<file path="config.mk">
export PLATFORM = sky130hd
export DESIGN_NAME = hp_tracker
export DESIGN_NICKNAME = d
export VERILOG_FILES = /design/src/rtl/game_pkg.sv /design/src/rtl/btn_sync_edge.sv /design/src/rtl/hp_tracker.sv
export SDC_FILE = /design/constraint.sdc
export NUM_CORES = 1
export LEC_CHECK = 0
export BUFFER_PORTS_ARGS = -buffer_cell sky130_fd_sc_hd__buf_2
export CAP_MARGIN = 20
export CORE_MARGIN = 3
export CORE_UTILIZATION = 45
export CTS_CLUSTER_SIZE = 24
export DETAILED_ROUTE_END_ITERATION = 8
export PLACE_DENSITY = 0.67
export SETUP_SLACK_MARGIN = 0.3
export SYNTH_ARGS = -nofsm -noshare
export SYNTH_HDL_FRONTEND = slang
export SYNTH_SLANG_ARGS = --single-unit
</file>
<file path="constraint.sdc">
create_clock -name clk -period 3 [get_ports clk]
set_input_delay 0.15 -clock clk [delete_from_list [all_inputs] [get_ports clk]]
set_output_delay 0.15 -clock clk [all_outputs]
set_load 0.005 [all_outputs]
</file>
<file path="src/rtl/game_pkg.sv">
// Shared types and constants for the two-player hit-point tracker.
package game_pkg;

    typedef enum logic [1:0] {
        IDLE,
        PLAY,
        OVER
    } game_state_t;

    localparam logic [1:0] HP_MAX   = 2'd3;

    localparam logic [1:0] WIN_NONE = 2'b00;
    localparam logic [1:0] WIN_P1   = 2'b01;
    localparam logic [1:0] WIN_P2   = 2'b10;
    localparam logic [1:0] WIN_DRAW = 2'b11;

    function automatic logic [1:0] hp_dec(input logic [1:0] hp);
        return (hp == 2'd0) ? 2'd0 : hp - 2'd1;
    endfunction

endpackage

</file>
<file path="src/rtl/btn_sync_edge.sv">
// Two-flop synchroniser for an asynchronous button plus rising-edge detector;
// emits a single-cycle pulse per press regardless of hold time.
module btn_sync_edge (
    input  logic clk,
    input  logic rst,
    input  logic raw,
    output logic pulse
);

    logic meta_q;
    logic sync_q;
    logic prev_q;

    always_ff @(posedge clk or posedge rst) begin
        if (rst) begin
            meta_q <= 1'b0;
            sync_q <= 1'b0;
            prev_q <= 1'b0;
        end else begin
            meta_q <= raw;
            sync_q <= meta_q;
            prev_q <= sync_q;
        end
    end

    assign pulse = sync_q & ~prev_q;

endmodule

</file>
<file path="src/rtl/hp_tracker.sv">
// Round state machine, per-player attack cooldowns and health registers feeding
// the seven-segment display stage.
module hp_tracker
    import game_pkg::*;
#(
    parameter int unsigned COOLDOWN_CYCLES = 25_000_000
) (
    input  logic       clk,
    input  logic       rst,
    input  logic       btn1,
    input  logic       btn2,
    input  logic       start,
    output logic [1:0] hp1,
    output logic [1:0] hp2,
    output logic       active,
    output logic       game_over,
    output logic [1:0] winner
);

    localparam int unsigned CW = (COOLDOWN_CYCLES < 1) ? 1 : $clog2(COOLDOWN_CYCLES + 1);
    localparam logic [CW-1:0] CD_LOAD = CW'(COOLDOWN_CYCLES);

    logic p1_pulse, p2_pulse, start_pulse;

    btn_sync_edge u_sync_btn1  (.clk(clk), .rst(rst), .raw(btn1),  .pulse(p1_pulse));
    btn_sync_edge u_sync_btn2  (.clk(clk), .rst(rst), .raw(btn2),  .pulse(p2_pulse));
    btn_sync_edge u_sync_start (.clk(clk), .rst(rst), .raw(start), .pulse(start_pulse));

    game_state_t   state_q, state_d;
    logic [1:0]    hp1_q, hp1_d, hp2_q, hp2_d;
    logic [CW-1:0] cd1_q, cd1_d, cd2_q, cd2_d;
    logic          active_q, active_d;
    logic          over_q, over_d;
    logic [1:0]    win_q, win_d;
    logic          accept1, accept2;

    always_comb begin
        state_d  = state_q;
        hp1_d    = hp1_q;
        hp2_d    = hp2_q;
        active_d = active_q;
        over_d   = over_q;
        win_d    = win_q;
        cd1_d    = (cd1_q != '0) ? cd1_q - CW'(1) : '0;
        cd2_d    = (cd2_q != '0) ? cd2_q - CW'(1) : '0;
        accept1  = 1'b0;
        accept2  = 1'b0;

        unique case (state_q)
            IDLE, OVER: begin
                // Start takes priority; attack pulses outside PLAY are discarded.
                if (start_pulse) begin
                    state_d  = PLAY;
                    hp1_d    = HP_MAX;
                    hp2_d    = HP_MAX;
                    cd1_d    = '0;
                    cd2_d    = '0;
                    active_d = 1'b1;
                    over_d   = 1'b0;
                    win_d    = WIN_NONE;
                end
            end
            PLAY: begin
                accept1 = p1_pulse && (cd1_q == '0);
                accept2 = p2_pulse && (cd2_q == '0);
                if (accept1) begin
                    hp2_d = hp_dec(hp2_q);
                    cd1_d = CD_LOAD;
                end
                if (accept2) begin
                    hp1_d = hp_dec(hp1_q);
                    cd2_d = CD_LOAD;
                end
                if (hp1_d == 2'd0 || hp2_d == 2'd0) begin
                    state_d  = OVER;
                    active_d = 1'b0;
                    over_d   = 1'b1;
                    if (hp1_d == 2'd0 && hp2_d == 2'd0) win_d = WIN_DRAW;
                    else if (hp2_d == 2'd0)             win_d = WIN_P1;
                    else                                win_d = WIN_P2;
                end
            end
            default: state_d = IDLE;
        endcase
    end

    always_ff @(posedge clk or posedge rst) begin
        if (rst) begin
            state_q  <= IDLE;
            hp1_q    <= HP_MAX;
            hp2_q    <= HP_MAX;
            cd1_q    <= '0;
            cd2_q    <= '0;
            active_q <= 1'b0;
            over_q   <= 1'b0;
            win_q    <= WIN_NONE;
        end else begin
            state_q  <= state_d;
            hp1_q    <= hp1_d;
            hp2_q    <= hp2_d;
            cd1_q    <= cd1_d;
            cd2_q    <= cd2_d;
            active_q <= active_d;
            over_q   <= over_d;
            win_q    <= win_d;
        end
    end

    assign hp1       = hp1_q;
    assign hp2       = hp2_q;
    assign active    = active_q;
    assign game_over = over_q;
    assign winner    = win_q;

endmodule

</file>
==> results of run 1 <==
==> area by class of cell <==
cell class / instances / area (µm²)
Clock buffer: 9 / 123.9
Clock inverter: 7 / 42.54
Fill cell: 635 / 3272
Inverter: 8 / 30.03
Multi-Input combinational cell: 221 / 1429
Sequential cell: 69 / 1732
Tap cell: 96 / 120.1
Timing Repair Buffer: 22 / 157.7
==> where the power goes <==
part	switching, mW	total (mW)	internal (mW)
logic	0.651	1.16	0.514
registers	0.303	1.54	1.24
clock network	0.346	0.639	0.293
==> flip-flops by register name, summed over array words and instances (netlist names), 2 cells and up <==
name     count
hp2          2
state_q      2
cd2_q       25
cd1_q       25
hp1          2
winner       2
==> metal layers <==
layer | vias to the layer above | wire length (µm) | track usage, %
met5 | - | 0 | 0
met4 | 0 | 106 | 7.663
met3 | 9 | 138 | 2.817
met2 | 25 | 2456 | 22.32
met1 | 1105 | 2946 | 22.51
li1 | 1125 | - | -
==> worst paths after layout <==
| path | startpoint | endpoint |
|---|---|---|
| max in group asynchronous | rst | hp1[1]$_DFFE_PP1P_ |
| max reg2reg | cd1_q[4]$_DFF_PP0_ | cd1_q[20]$_DFF_PP0_ |
| min | u_sync_btn1.meta_q$_DFF_PP0_ | u_sync_btn1.sync_q$_DFF_PP0_ |
| min reg2reg | u_sync_btn1.meta_q$_DFF_PP0_ | u_sync_btn1.sync_q$_DFF_PP0_ |
| max | cd1_q[4]$_DFF_PP0_ | cd1_q[20]$_DFF_PP0_ |
| min in group asynchronous | rst | cd1_q[4]$_DFF_PP0_ |
==> logic make-up after synthesis <==
kind of cell	Yosys count	synth area share, %
AND/OR/NAND/NOR	130	22.83
flip-flops	69	53.19
AO/OA/AOI/OAI	45	8.225
adder cells (fa/ha/maj)	4	1.537
buffers and inverters	20	2.921
XOR/XNOR	42	11.30
==> repair_timing <==
action,CTS,global route
hold buffers,4,0
buffers inserted,0,0
hold endpoints to repair,31,0
setup endpoints to repair,0,0
==> metrics by stage <==
step	utilization (%)	total power, mW	cells	hold WS [ns]
after detailed placement	49.64	2.724	412	0.2622
after floorplan	-	2.458	310	0.1814
after CTS	52.63	3.388	432	0.3522
after global placement	49.64	2.692	412	0.2670
after global routing	52.63	3.637	432	0.3600
final	52.63	3.343	432	0.3502
==> placed cells by master, fill, tap and decap left out, types with 2 or more instances in the layout <==
master         instances
xor2_1                10
dfstp_2                4
nand3_1                4
clkinvlp_4             3
inv_1                  7
o21ai_1               27
nand4_1                5
clkinv_2               4
clkbuf_8               9
or4_1                  9
ha_1                   4
xnor2_1               32
o31ai_1                5
nor3_1                 9
nor3b_1                2
buf_2                 12
dfrtp_1               65
nor4_2                 6
or2_2                  4
or4b_1                 2
or3_1                  3
nor4_1                10
nand2_1               16
nand2b_1               2
or4_4                  2
dlygate4sd3_1          4
a21oi_1                5
buf_4                  5
nor2_1                47
==> impl_metrics.py, run 1 <==
metrics = {
    "setup_path": {
        "crit_required_ns": 3.27,
        "worstPathArrival_ns": 2.63,
        "cp-end-kind": "flip-flop",
        "crit_buf_inv": 1,
        "crit_type": "reg -> reg",
        "startpoint_type": "flip-flop",
        "path_cells": "or4_1 -> nor3_1 -> nand4_1 -> buf_4 -> o21ai_1",
        "critPathMaxFanout": 9,
        "cpMaxStageDelayCell": "or4_1",
        "reg2regPathDepth": 5,
        "rrSetupSlack_ns": 0.64,
        "cp.depth": 5,
        "slowest_delay_ns": 0.58,
        "crit_family": "simple AND/OR/NAND/NOR gates",
    },
    "die": {
        "die_h_um": 91.06,
        "core_um2": 6907,
        "io_pins": 13,
        "initial_utilization_pct": 47.14,
        "fp-row-count": 30,
        "die_x_um": 91.06,
        "dieArea_um2": 8291,
    },
    "final_layout": {
        "syn_to_final_growth_pct": 11.65,
        "design_area_um2": 3635,
        "drive_gt1_share_pct": 16.67,
        "fin_nets": 340,
        "antenna_cells": 0,
    },
    "global_route": {
        "grt_pass1_vias": 2284,
        "overflow": 0,
        "grtUsageTotal_pct": 15.54,
        "grt_antenna_before_repair": 0,
        "grt_max_degree": 42,
        "grt_pass1_wl_mm": 10.53,
    },
    "placement": {
        "placed_area_um2": 3428,
        "gp_congestion": 0.7785,
        "port_buffers": 12,
        "post-place-ws_ns": 0.6757,
        "hpwlAfterDp_mm": 3.889,
    },
    "sta": {
        "finalSetupTns_ns": 0,
        "timing.fmax_mhz": 423.6,
        "slew_violations": 0,
        "hold_viol_final": 0,
        "worst_clock_skew_ns": 0.008879,
        "rsz0062_at_grt": "false",
        "relSlewSlack_pct": 55.19,
        "period_minus_slack_ns": 2.361,
        "post-route-period-util_pct": 78.69,
        "finalSetupViolCount": 0,
        "worst_pin_slew_ns": 0.6666,
        "layout_setup_ws_ns": 0.6392,
    },
    "clock_tree": {
        "clock_latency_ns": 0.34,
        "clk_pin_slew_worst_paths_ns": 0.07,
        "cts_root_buf": "clkbuf_8",
        "cts_sinks": 69,
        "cts_buffers": 9,
        "htree_num_levels": 3,
        "clk_path_buf_depth": 2,
        "tritoncts": "yes",
        "ctsResizeCount": 0,
    },
    "logic_synthesis": {
        "syn_area_per_cell_um2": 10.50,
        "synth_cell_types": 43,
        "yosysTopAreaCell": "dfrtp_1",
        "synth_nets": 319,
        "synth_top_area_share_pct": 49.96,
        "synth_edf_count": 0,
        "yosys_warnings": 0,
        "synth_ff_type": "dfrtp_1",
        "synth_common_cells": "65 x dfrtp_1, 47 x nor2_1, 32 x xnor2_1",
        "ys_ff_latch": 69,
        "synth.area.top_cells": "dfrtp_1 50%, xnor2_1 8.6%, nor2_1 5.4%",
        "async_reset_ff_share_pct": 100.0,
        "yosysMostFrequentCell": "dfrtp_1",
        "syn-cell-area_um2": 3256,
        "yosysSeqAreaShare_pct": 53.19,
        "syn_inst": 310,
    },
    "detailed_routing": {
        "wl_per_cell_um": 13.07,
        "drtIter0Drc": 96,
        "viasPerCell": 5.241,
        "drt-total-wl_mm": 5.647,
        "ant_nets": 0,
        "drt_pass1_iterations": 4,
        "vias": 2264,
        "drcViolationCount": 0,
    },
    "run_status": {
        "outcome": "completed",
    },
    "hold_path": {
        "hold_path_class": "reg -> reg",
        "hold_path_depth": 0,
    },
    "power_and_ir_drop": {
        "p_leak_nw": 1.576,
        "ir_drop_v": 0.0002552,
        "power_density_nw_per_um2": 919.8,
    },
    "run": {
        "drv_cap": 0,
    },
}
(Power assumes the default switching activity.)
==> run 2, diff against run 1 <==
==> constraint.sdc (replaced) <==
create_clock -name clk -period 2.39 [get_ports clk]
set_input_delay 0.1195 -clock clk [delete_from_list [all_inputs] [get_ports clk]]
set_output_delay 0.1195 -clock clk [all_outputs]
set_load 0.005 [all_outputs]
==> impl_metrics.py, run 2 (synthesized netlist as in run 1, its figures left out) <==
metrics = {
    "final_layout": {
        "reg_top3": "cd1_q: 25 flops, cd2_q: 25 flops",
        "syn_to_final_growth_pct": 27.02,
        "final_cells": 458,
        "antenna_cells": 0,
        "drive_gt1_share_pct": 30.11,
        "final_cell_mix": "65 x dfrtp_1, 45 x nor2_1, 31 x xnor2_1",
        "final_common_cell": "dfrtp_1",
        "fin_nets": 366,
    },
    "detailed_routing": {
        "vias": 2416,
        "drcViolationCount": 0,
        "drt-total-wl_mm": 6.686,
        "wl_per_cell_um": 14.60,
        "viasPerCell": 5.275,
        "drtIter0Drc": 69,
        "ant_nets": 0,
        "drt_pass1_iterations": 4,
    },
    "sta": {
        "hold_viol_final": 0,
        "layout_setup_ws_ns": 0.2629,
        "period_minus_slack_ns": 2.127,
        "worst_pin_slew_ns": 0.4678,
        "finalSetupTns_ns": 0,
        "worst_clock_skew_ns": 0.01079,
        "slew_violations": 0,
        "timing.fmax_mhz": 470.1,
        "relSlewSlack_pct": 68.53,
        "post-route-period-util_pct": 89.00,
        "finalSetupViolCount": 0,
        "rsz0062_at_grt": "true",
    },
    "placement": {
        "gp_congestion": 0.7582,
        "post-place-ws_ns": 0.2219,
        "port_buffers": 12,
        "dpl.cell_count": 416,
        "hpwlAfterDp_mm": 4.029,
    },
    "clock_tree": {
        "cts_root_buf": "clkbuf_8",
        "clk_pin_slew_worst_paths_ns": 0.08,
        "tritoncts": "yes",
        "cts_buffers": 9,
        "clk_path_buf_depth": 2,
        "cts_sinks": 69,
        "clock_latency_ns": 0.35,
        "htree_num_levels": 3,
    },
    "global_route": {
        "grtUsageTotal_pct": 16.50,
        "grt_max_degree": 70,
        "grt_antenna_before_repair": 0,
        "grt_pass1_wl_mm": 10.98,
        "overflow": 0,
        "grt_pass1_vias": 2292,
    },
    "run_status": {
        "outcome": "completed",
    },
    "hold_path": {
        "hold_path_class": "reg -> reg",
    },
    "setup_path": {
        "cp-end-kind": "flip-flop",
        "startpoint_type": "flip-flop",
        "crit_type": "reg -> reg",
        "critPathMaxFanout": 6,
        "crit_required_ns": 2.62,
        "worstPathArrival_ns": 2.36,
    },
    "die": {
        "core_um2": 6907,
        "fp-row-count": 30,
        "io_pins": 13,
        "die_h_um": 91.06,
        "die_x_um": 91.06,
        "dieArea_um2": 8291,
        "initial_utilization_pct": 47.14,
    },
    "run": {
        "drv_cap": 0,
    },
    "power_and_ir_drop": {
        "power_mw": 5.162,
        "ir_drop_v": 0.0004349,
        "p_leak_nw": 1.771,
        "power_density_nw_per_um2": 1248,
    },
}
-- run 2: changes by cell type in the layout (fill, tap and decap cells not counted), moves of 3 or more --
cell / change
buf_4: +24
nor3_1: -4
nor3_4: +3
nor4_1: -4
nor4_2: -4
nor4_4: +8
or4_1: -6
or4_4: +6
-- run 2: area by class of cell --
| type | instances | area, µm² |
|---|---|---|
| Inverter | 8 | 30.03 |
| Sequential cell | 69 | 1732 |
| Clock buffer | 10 | 137.6 |
| Tap cell | 96 | 120.1 |
| Timing Repair Buffer | 48 | 377.9 |
| Clock inverter | 6 | 86.33 |
| Multi-Input combinational cell | 221 | 1652 |
| Fill cell | 576 | 2771 |
-- run 2: worst max-delay path: stages, from the launching register on --
cell and delay, ns:
dfrtp_1 0.39, or4_4 0.57, or4_4 0.63, nor3b_4 0.21
xnor2_1 0.14, o21ai_1 0.07
-- run 2: path summary, 6_finish.rpt --
check | slack, ns | startpoint | cells past startpoint | to
min in group asynchronous | 0.37 | rst | 4 | cd1_q[7]$_DFF_PP0_
max in group asynchronous | 1.68 | rst | 4 | hp2[1]$_DFFE_PP1P_
setup / recovery | 0.26 | cd2_q[6]$_DFF_PP0_ | 5 | cd2_q[20]$_DFF_PP0_
hold / removal | 0.35 | u_sync_btn2.meta_q$_DFF_PP0_ | 0 | u_sync_btn2.sync_q$_DFF_PP0_
setup reg to reg | 0.26 | cd2_q[6]$_DFF_PP0_ | 5 | cd2_q[20]$_DFF_PP0_
hold reg to reg | 0.35 | u_sync_btn2.meta_q$_DFF_PP0_ | 0 | u_sync_btn2.sync_q$_DFF_PP0_
-- run 2: routing by layer --
layer  vias up  track usage, %  share of wire (%)
met4         0           8.291                2.3
met2        36           24.52                 47
met3        14           3.728                2.4
met1      1187           22.63                 49
met5         -               0                  0
li1       1179               -                  -
-- run 2: where the power goes --
group / leakage, nW / switching, mW / internal [mW] / total [mW]
Sequential: 0.877 / 0.429 / 1.55 / 1.98
Clock: 0.112 / 0.452 / 0.614 / 1.07
Combinational: 0.782 / 1.11 / 1.01 / 2.12
Total: 1.77 / 1.99 / 3.17 / 5.16
-- run 2: timing repair --
action,CTS,global route
buffers inserted,12,10
pin swaps,8,12
cloned,0,0
gates resized for setup,6,25
hold buffers,4,0
endpoints found under the setup margin,25,46
hold endpoints to repair,68,0
-- run 2: stage by stage --
stage	util (%)	hold WS [ns]	instance area, µm²
floorplan	-	0.1509	3339
global placement	51.36	0.2266	3547
detailed placement	51.36	0.2289	3547
CTS	56.78	0.3513	3921
global route	59.87	0.3572	4135
finish	59.87	0.3501	4135
